[config.mk]
export PLATFORM = sky130hd
export DESIGN_NAME = multiplier_nbits_iterative
export DESIGN_NICKNAME = d
export VERILOG_FILES = /design/src/rtl/mult_pkg.sv /design/src/rtl/cla_nbits.sv /design/src/rtl/multiplier_nbits_iterative.sv
export SDC_FILE = /design/constraint.sdc
export NUM_CORES = 1
export LEC_CHECK = 0
export ABC_AREA = 1
export CORE_UTILIZATION = 52
export CTS_BUF_LIST = sky130_fd_sc_hd__clkbuf_8
export CTS_CLUSTER_DIAMETER = 50
export DETAILED_ROUTE_END_ITERATION = 6
export PLACE_DENSITY_LB_ADDON = 0.1
export SETUP_SLACK_MARGIN = 0.02
export SYNTH_ARGS = -nofsm -noshare
export SYNTH_HDL_FRONTEND = slang
export SYNTH_SLANG_ARGS = --single-unit
[constraint.sdc]
create_clock -name clk -period 2.9 [get_ports clk]
set_clock_uncertainty 0.15 [all_clocks]
set_input_delay 0.87 -clock clk [delete_from_list [all_inputs] [get_ports clk]]
set_output_delay 0.87 -clock clk [all_outputs]
set_load 0.005 [all_outputs]
[src/rtl/mult_pkg.sv]
// Shared types and elaboration-time helpers for the iterative shift-add multiplier.
package mult_pkg;

  typedef enum logic [1:0] {
    IDLE = 2'd0,
    CALC = 2'd1,
    DONE = 2'd2
  } state_t;

  // Number of compute cycles: one per DIGIT-bit slice of the multiplier.
  function automatic int unsigned iter_count(input int unsigned width,
                                             input int unsigned digit);
    return (digit == 0) ? 1 : width / digit;
  endfunction

  function automatic int unsigned cnt_width(input int unsigned width,
                                            input int unsigned digit);
    return $clog2(iter_count(width, digit) + 1);
  endfunction

  function automatic bit cfg_legal(input int unsigned width,
                                   input int unsigned digit);
    return (width >= 4) &&
           ((digit == 1) || (digit == 2) || (digit == 4)) &&
           ((width % digit) == 0);
  endfunction

endpackage

[src/rtl/cla_nbits.sv]
// N-bit carry-lookahead adder without carry-in; carry-out is not needed by the
// accumulate step because the partial sum is sized so it can never overflow.
module cla_nbits #(
  parameter int unsigned N = 10
) (
  input  logic [N-1:0] a,
  input  logic [N-1:0] b,
  output logic [N-1:0] sum
);

  logic [N-2:0] g;
  logic [N-1:0] p;
  logic [N-1:0] carry;

  assign g = a[N-2:0] & b[N-2:0];
  assign p = a ^ b;

  // Each carry is the flattened sum-of-products of lower generates and propagates.
  always_comb begin
    logic term;
    logic c;
    carry = '0;
    term  = 1'b0;
    c     = 1'b0;
    for (int unsigned i = 1; i < N; i++) begin
      c = 1'b0;
      for (int unsigned j = 0; j < i; j++) begin
        term = g[j];
        for (int unsigned k = j + 1; k < i; k++) begin
          term = term & p[k];
        end
        c = c | term;
      end
      carry[i] = c;
    end
  end

  assign sum = p ^ carry;

endmodule

[src/rtl/multiplier_nbits_iterative.sv]
// Multi-cycle signed/unsigned multiplier retiring DIGIT multiplier bits per
// clock, with valid/ready handshakes on both sides.
module multiplier_nbits_iterative
  import mult_pkg::*;
#(
  parameter int unsigned WIDTH = 8,
  parameter int unsigned DIGIT = 2
) (
  input  logic               clk,
  input  logic               rst,
  input  logic               in_valid,
  output logic               in_ready,
  input  logic [WIDTH-1:0]   a,
  input  logic [WIDTH-1:0]   b,
  input  logic               signed_mode,
  output logic               out_valid,
  input  logic               out_ready,
  output logic [2*WIDTH-1:0] product,
  output logic               busy
);

  localparam int unsigned ITER  = iter_count(WIDTH, DIGIT);
  localparam int unsigned CNT_W = cnt_width(WIDTH, DIGIT);
  localparam int unsigned PW    = 2 * WIDTH;
  localparam int unsigned SW    = WIDTH + DIGIT;

  if (!cfg_legal(WIDTH, DIGIT)) begin : g_cfg_check
    $error("multiplier_nbits_iterative: illegal WIDTH=%0d DIGIT=%0d", WIDTH, DIGIT);
  end

  state_t            state;
  state_t            state_next;
  logic              accept;
  logic              last_step;
  logic [WIDTH-1:0]  mag_a;
  logic [WIDTH-1:0]  acc_hi;
  logic [WIDTH-1:0]  acc_lo;
  logic              neg;
  logic [CNT_W-1:0]  cnt;
  logic [SW-1:0]     addend;
  logic [SW-1:0]     partial;
  logic [SW-1:0]     step_sum;
  logic [PW-1:0]     step_acc;

  // -MIN maps onto 2^(WIDTH-1), which is representable as an unsigned magnitude.
  function automatic logic [WIDTH-1:0] magnitude(input logic [WIDTH-1:0] x,
                                                 input logic             sgn);
    return (sgn && x[WIDTH-1]) ? (~x + WIDTH'(1)) : x;
  endfunction

  // acc_lo doubles as the multiplier shift register: its low DIGIT bits are the
  // current digit and its vacated top bits collect the product's low half.
  assign addend  = {DIGIT'(0), acc_hi};
  assign partial = SW'(mag_a) * SW'(acc_lo[DIGIT-1:0]);

  cla_nbits #(
    .N (SW)
  ) u_cla (
    .a   (addend),
    .b   (partial),
    .sum (step_sum)
  );

  assign step_acc  = PW'({step_sum, acc_lo} >> DIGIT);
  assign last_step = (state == CALC) && (cnt == CNT_W'(ITER - 1));
  assign accept    = in_valid & in_ready;

  always_ff @(posedge clk) begin
    if (rst) begin
      state <= IDLE;
    end else begin
      state <= state_next;
    end
  end

  always_comb begin
    state_next = state;
    case (state)
      IDLE:    if (in_valid) state_next = CALC;
      CALC:    if (last_step) state_next = DONE;
      DONE:    if (out_ready) state_next = in_valid ? CALC : IDLE;
      default: state_next = IDLE;
    endcase
  end

  // in_ready follows out_ready in DONE so a new pair can issue on the handshake cycle.
  always_comb begin
    in_ready = 1'b0;
    if (!rst) begin
      case (state)
        IDLE:    in_ready = 1'b1;
        DONE:    in_ready = out_ready;
        default: in_ready = 1'b0;
      endcase
    end
  end

  always_ff @(posedge clk) begin
    if (rst) begin
      out_valid <= 1'b0;
      busy      <= 1'b0;
    end else begin
      out_valid <= (state_next == DONE);
      busy      <= (state_next != IDLE);
    end
  end

  always_ff @(posedge clk) begin
    if (rst) begin
      mag_a   <= '0;
      acc_hi  <= '0;
      acc_lo  <= '0;
      neg     <= 1'b0;
      cnt     <= '0;
      product <= '0;
    end else if (accept) begin
      mag_a  <= magnitude(a, signed_mode);
      acc_lo <= magnitude(b, signed_mode);
      acc_hi <= '0;
      cnt    <= '0;
      neg    <= signed_mode & (a[WIDTH-1] ^ b[WIDTH-1]);
    end else if (state == CALC) begin
      acc_hi <= step_acc[PW-1:WIDTH];
      acc_lo <= step_acc[WIDTH-1:0];
      cnt    <= cnt + CNT_W'(1);
      if (last_step) begin
        product <= neg ? (~step_acc + PW'(1)) : step_acc;
      end
    end
  end

endmodule

==> metrics.md <==
| Metric | Value |
|---|---|
| Run status | finished, violations left |
| Violated checks | negative setup slack |
| Rel. slew slack | about 65% |
| Dpl ws | -222 ps |
| Switching power | ~0.00044 W |
| Vias in the first global route | approximately 2,900 |
| Period utilisation layout | 103% |
| CTS Buf Count | 5 |
| Main area contributors after synthesis | sky130_fd_sc_hd__dfxtp_1, sky130_fd_sc_hd__nand2_1, sky130_fd_sc_hd__inv_1 |
| TritonCTS clock tree | done |
| Clock Latency Late Sink | a little over 300 ps |
| Max Cap Violations | 0 |
| Overall power of the completed layout | around 0.0015 W |
| Final-report max-slew violation count | 0 |
| Layout cells sized above 1 | between 10% and 20% |
| Sort of element at the start of the critical path | flip-flop |
| Post-route cell area | a little over 0.004 mm2 |
| Count of flip-flops with a built-in enable after synthesis | 0 |
| Hold crit path type | flip-flop to flip-flop |
| Final net count | 590 |
| Diode insertion count for antenna repair | 0 |
| Standard-cell rows | 28 |
| Most common cell in the synthesized netlist | sky130_fd_sc_hd__nand2_1 |
| Final global-route overflow total | 0 |
| Part of the total power dissipated in sequential elements | 48.6% |
| Crit Path Category | flip-flop to flip-flop |
| Post-synth top area cell | sky130_fd_sc_hd__dfxtp_1 |
| Static power due to leakage | between 2 and 2.5 nW |
| Capturing element type of the critical path | flip-flop |
| Post-Syn Instances | between 400 and 500 |
| Total of endpoints with negative setup slack in the final report | 2 |
| #FFs+latches synth | 48 |
| Crit-path max FO | 5 |
| Via count | 3,113 |
| Final count of hold timing violations | 0 |
| Largest net degree at the start of global routing | 19 |
| CTS HTree Levels | 2 |
| Number of primary I/O pins | 40 |
| Area of the mapped netlist | about 0.0032 mm2 |
| Part of the power in the clock network | between 20 and 30% |
| Antenna violations before repair | 0 |
| Internal power summed over all cells | between 0.001 and 0.0015 W |
| Core footprint | about 0.0060 mm2 |
| Number of unique standard cell types used by synthesis | 34 |
| Arr. time, crit path | ~3000 ps |
| Clk buf depth | 2 |
| CTS root buf | sky130_fd_sc_hd__clkbuf_8 |
| Filler cell count in the final layout | a little over 500 |
| Switching share of power | 30.0% |
| All-layer global routing usage | roughly a quarter |
| Number of search-and-repair iterations in the first detailed-routing pass | 4 |
| Max Clk Rate | around 0.33 GHz |
| Maximum ir drop on the vdd rail | about 0.22 mV |
| Effective utilization at floorplan | between 50% and 60% |
| RSZ-0062 raised after global routing | yes |
| Detail Route Antenna Nets | 0 |
| Actual transition at the worst max-transition pin | ~530 ps |
| Post-Place Cell Area | 0.00390 mm2 |
| Die boundary width | 80.7 um |
| Final GP Congestion | between 0.8 and 0.9 |
| Share of async-settable or async-resettable flops after synthesis | 0% |
| Placed wire-length estimate after detailed placement | about 5600 um |
| Total of warnings raised by yosys | 0 |
| 1st-iter DRT viols | 154 |
| Synthesized area divided by synthesized cell count | about 6.7 um2 |
| Post-Route Utilization | a little over two thirds |
| Prevailing post-synth register cell | sky130_fd_sc_hd__dfxtp_1 |
| Critical Path RT | roughly 3000 ps |
| Total Die Area | 0.00650 mm2 |
| Clock Pin Slew Worst Setup and Hold Paths | ~90 ps |
| Portion of the post-synthesis area used by sequential elements | 29.9% |
| Synth top area share | between 20% and 30% |
| First-pass GRT wire length | around 12,000 um |
| Routed Wire Length | approximately 7400 um |
| Per-cell routed wire length | between 10 and 15 um |
| Synth Net Count | roughly 520 |
| Count of input and output buffers | 39 |
| Clock sink total | 48 |
| Y dimension of the die | ~81 um |
| Proportion of power drawn by combinational gates | roughly 23% |
| Vias per cell | 5.01 |
| Number of DRC violations after detailed routing | 0 |
| Layout overhead on the synthesized area | 28.8% |
| Most frequent cells after synthesis | sky130_fd_sc_hd__nand2_1, sky130_fd_sc_hd__inv_1, sky130_fd_sc_hd__dfxtp_1 |
| PwrDens | about 350 mW/mm2 |
| Fin crit period | 2990 ps |
| Final worst setup slack | -90.8 ps |
## stage by stage
| step | instances | hold slack [ps] | TNS, ps |
|---|---|---|---|
| finish | 621 | 324 | -146 |
| global route | 621 | 339 | -1030 |
| CTS | 621 | 323 | -104 |
| detailed placement | 613 | 311 | -665 |
| global placement | 613 | 299 | -359 |
| floorplan | 480 | 291 | 0 |
## power by group through the flow
| stage | registers (W) | clock network (W) | logic, W |
|---|---|---|---|
| 3_5_place_dp | 0.000726 | 0 | 0.000314 |
| 2_1_floorplan | 0.000715 | 0 | 0.000200 |
| 5_1_grt | 0.000715 | 0.000448 | 0.000374 |
| 3_3_place_gp | 0.000724 | 0 | 0.000307 |
| 4_1_cts | 0.000710 | 0.000428 | 0.000318 |
| 6_report | 0.000711 | 0.000421 | 0.000332 |
## layout make-up
cell class	instances	area [um2]	area share [%]
multi-input cells	331	2030	48.9
flip-flops and latches	48	970	23.4
repair buffers	70	623	15.0
inverters	90	338	8.15
well taps	75	93.8	2.26
clock buffers	6	82.6	1.99
clock inverters	1	8.76	0.211
## sequential cells by signal (all words and copies together), names as in the netlist
signal	flops
out_valid	1
cnt	3
acc_hi	8
mag_a	8
state	2
neg	1
busy	1
product	16
acc_lo	8
## timing repair
action	4_1_cts	5_1_grt
pin swaps	2	18
setup buffers	1	0
endpoints found under the setup margin	7	10
hold buffers	0	0
gates resized for setup	10	34
## routing by layer
metal  up-vias  track usage [%]  wire length (um)
met5         -                0                 0
met4         0             7.50               116
met3        12             3.86               378
met2        75             44.7              3680
met1      1371             28.7              3190
li1       1655                -                 -
## layout by cell type, fill, tap and decap left out, types with 3 or more instances in the layout
cell                              synthesis  routed
sky130_fd_sc_hd__nor2_1                  29      27
sky130_fd_sc_hd__nand3_1                 17      16
sky130_fd_sc_hd__inv_2                    8      17
sky130_fd_sc_hd__xor2_1                  16      15
sky130_fd_sc_hd__clkdlybuf4s50_1          0      38
sky130_fd_sc_hd__inv_1                   81      72
sky130_fd_sc_hd__xnor2_1                  5       4
sky130_fd_sc_hd__o21ai_0                 38      35
sky130_fd_sc_hd__nand3b_1                 3       3
sky130_fd_sc_hd__nand3_2                  3       3
sky130_fd_sc_hd__ha_4                     0       6
sky130_fd_sc_hd__dfxtp_1                 48      45
sky130_fd_sc_hd__ha_1                    21      15
sky130_fd_sc_hd__o221ai_1                 8       8
sky130_fd_sc_hd__nor2_2                   3       5
sky130_fd_sc_hd__nand2_2                 10      22
sky130_fd_sc_hd__clkbuf_8                 0       6
sky130_fd_sc_hd__buf_4                    1      31
sky130_fd_sc_hd__o211ai_1                 7       7
sky130_fd_sc_hd__a21oi_1                 28      27
sky130_fd_sc_hd__a31oi_1                  5       5
sky130_fd_sc_hd__nand2_1                121     108
sky130_fd_sc_hd__o21ai_1                  1       3
## path summary, 6_finish.rpt
path / start / to / cells past startpoint / slack (ps)
worst max-delay path: acc_lo[0]$_SDFFE_PP0P_ / product[14]$_SDFFE_PP0P_ / 21 / -90
worst min register to register: cnt[2]$_SDFFE_PP0P_ / cnt[2]$_SDFFE_PP0P_ / 2 / 320
worst min-delay path: cnt[2]$_SDFFE_PP0P_ / cnt[2]$_SDFFE_PP0P_ / 2 / 320
worst max register to register: acc_lo[0]$_SDFFE_PP0P_ / product[14]$_SDFFE_PP0P_ / 21 / -90
## cells by family (layout without fill, tap and decap cells)
| kind of cell | after synthesis | after routing | share of synthesized area (%) |
|---|---|---|---|
| AO/OA/AOI/OAI | 92 | 92 | 16.5 |
| adder cells (fa/ha/maj) | 23 | 23 | 9.41 |
| buffers and inverters | 101 | 167 | 12.1 |
| flip-flops | 48 | 48 | 29.9 |
| AND/OR/NAND/NOR | 195 | 195 | 26.4 |
| XOR/XNOR | 21 | 21 | 5.72 |
## critical path, stage by stage, from the launching register on
cell and delay (ps):
sky130_fd_sc_hd__dfxtp_4 370, sky130_fd_sc_hd__nand2_1 60, sky130_fd_sc_hd__inv_2 70, sky130_fd_sc_hd__ha_4 130, sky130_fd_sc_hd__inv_2 30, sky130_fd_sc_hd__fa_2 400, sky130_fd_sc_hd__xnor2_2 150, sky130_fd_sc_hd__ha_1 320
sky130_fd_sc_hd__nand2_1 70, sky130_fd_sc_hd__inv_1 40, sky130_fd_sc_hd__nand2_2 60, sky130_fd_sc_hd__nand3_2 80, sky130_fd_sc_hd__nand2_2 100, sky130_fd_sc_hd__nand2_2 70, sky130_fd_sc_hd__nand2_4 70, sky130_fd_sc_hd__nand2_2 60
sky130_fd_sc_hd__nand2_2 70, sky130_fd_sc_hd__nand2_2 80, sky130_fd_sc_hd__nand2_2 80, sky130_fd_sc_hd__nand2_1 90, sky130_fd_sc_hd__or2_1 250, sky130_fd_sc_hd__a21oi_2 120
(Power assumes the default switching activity.)
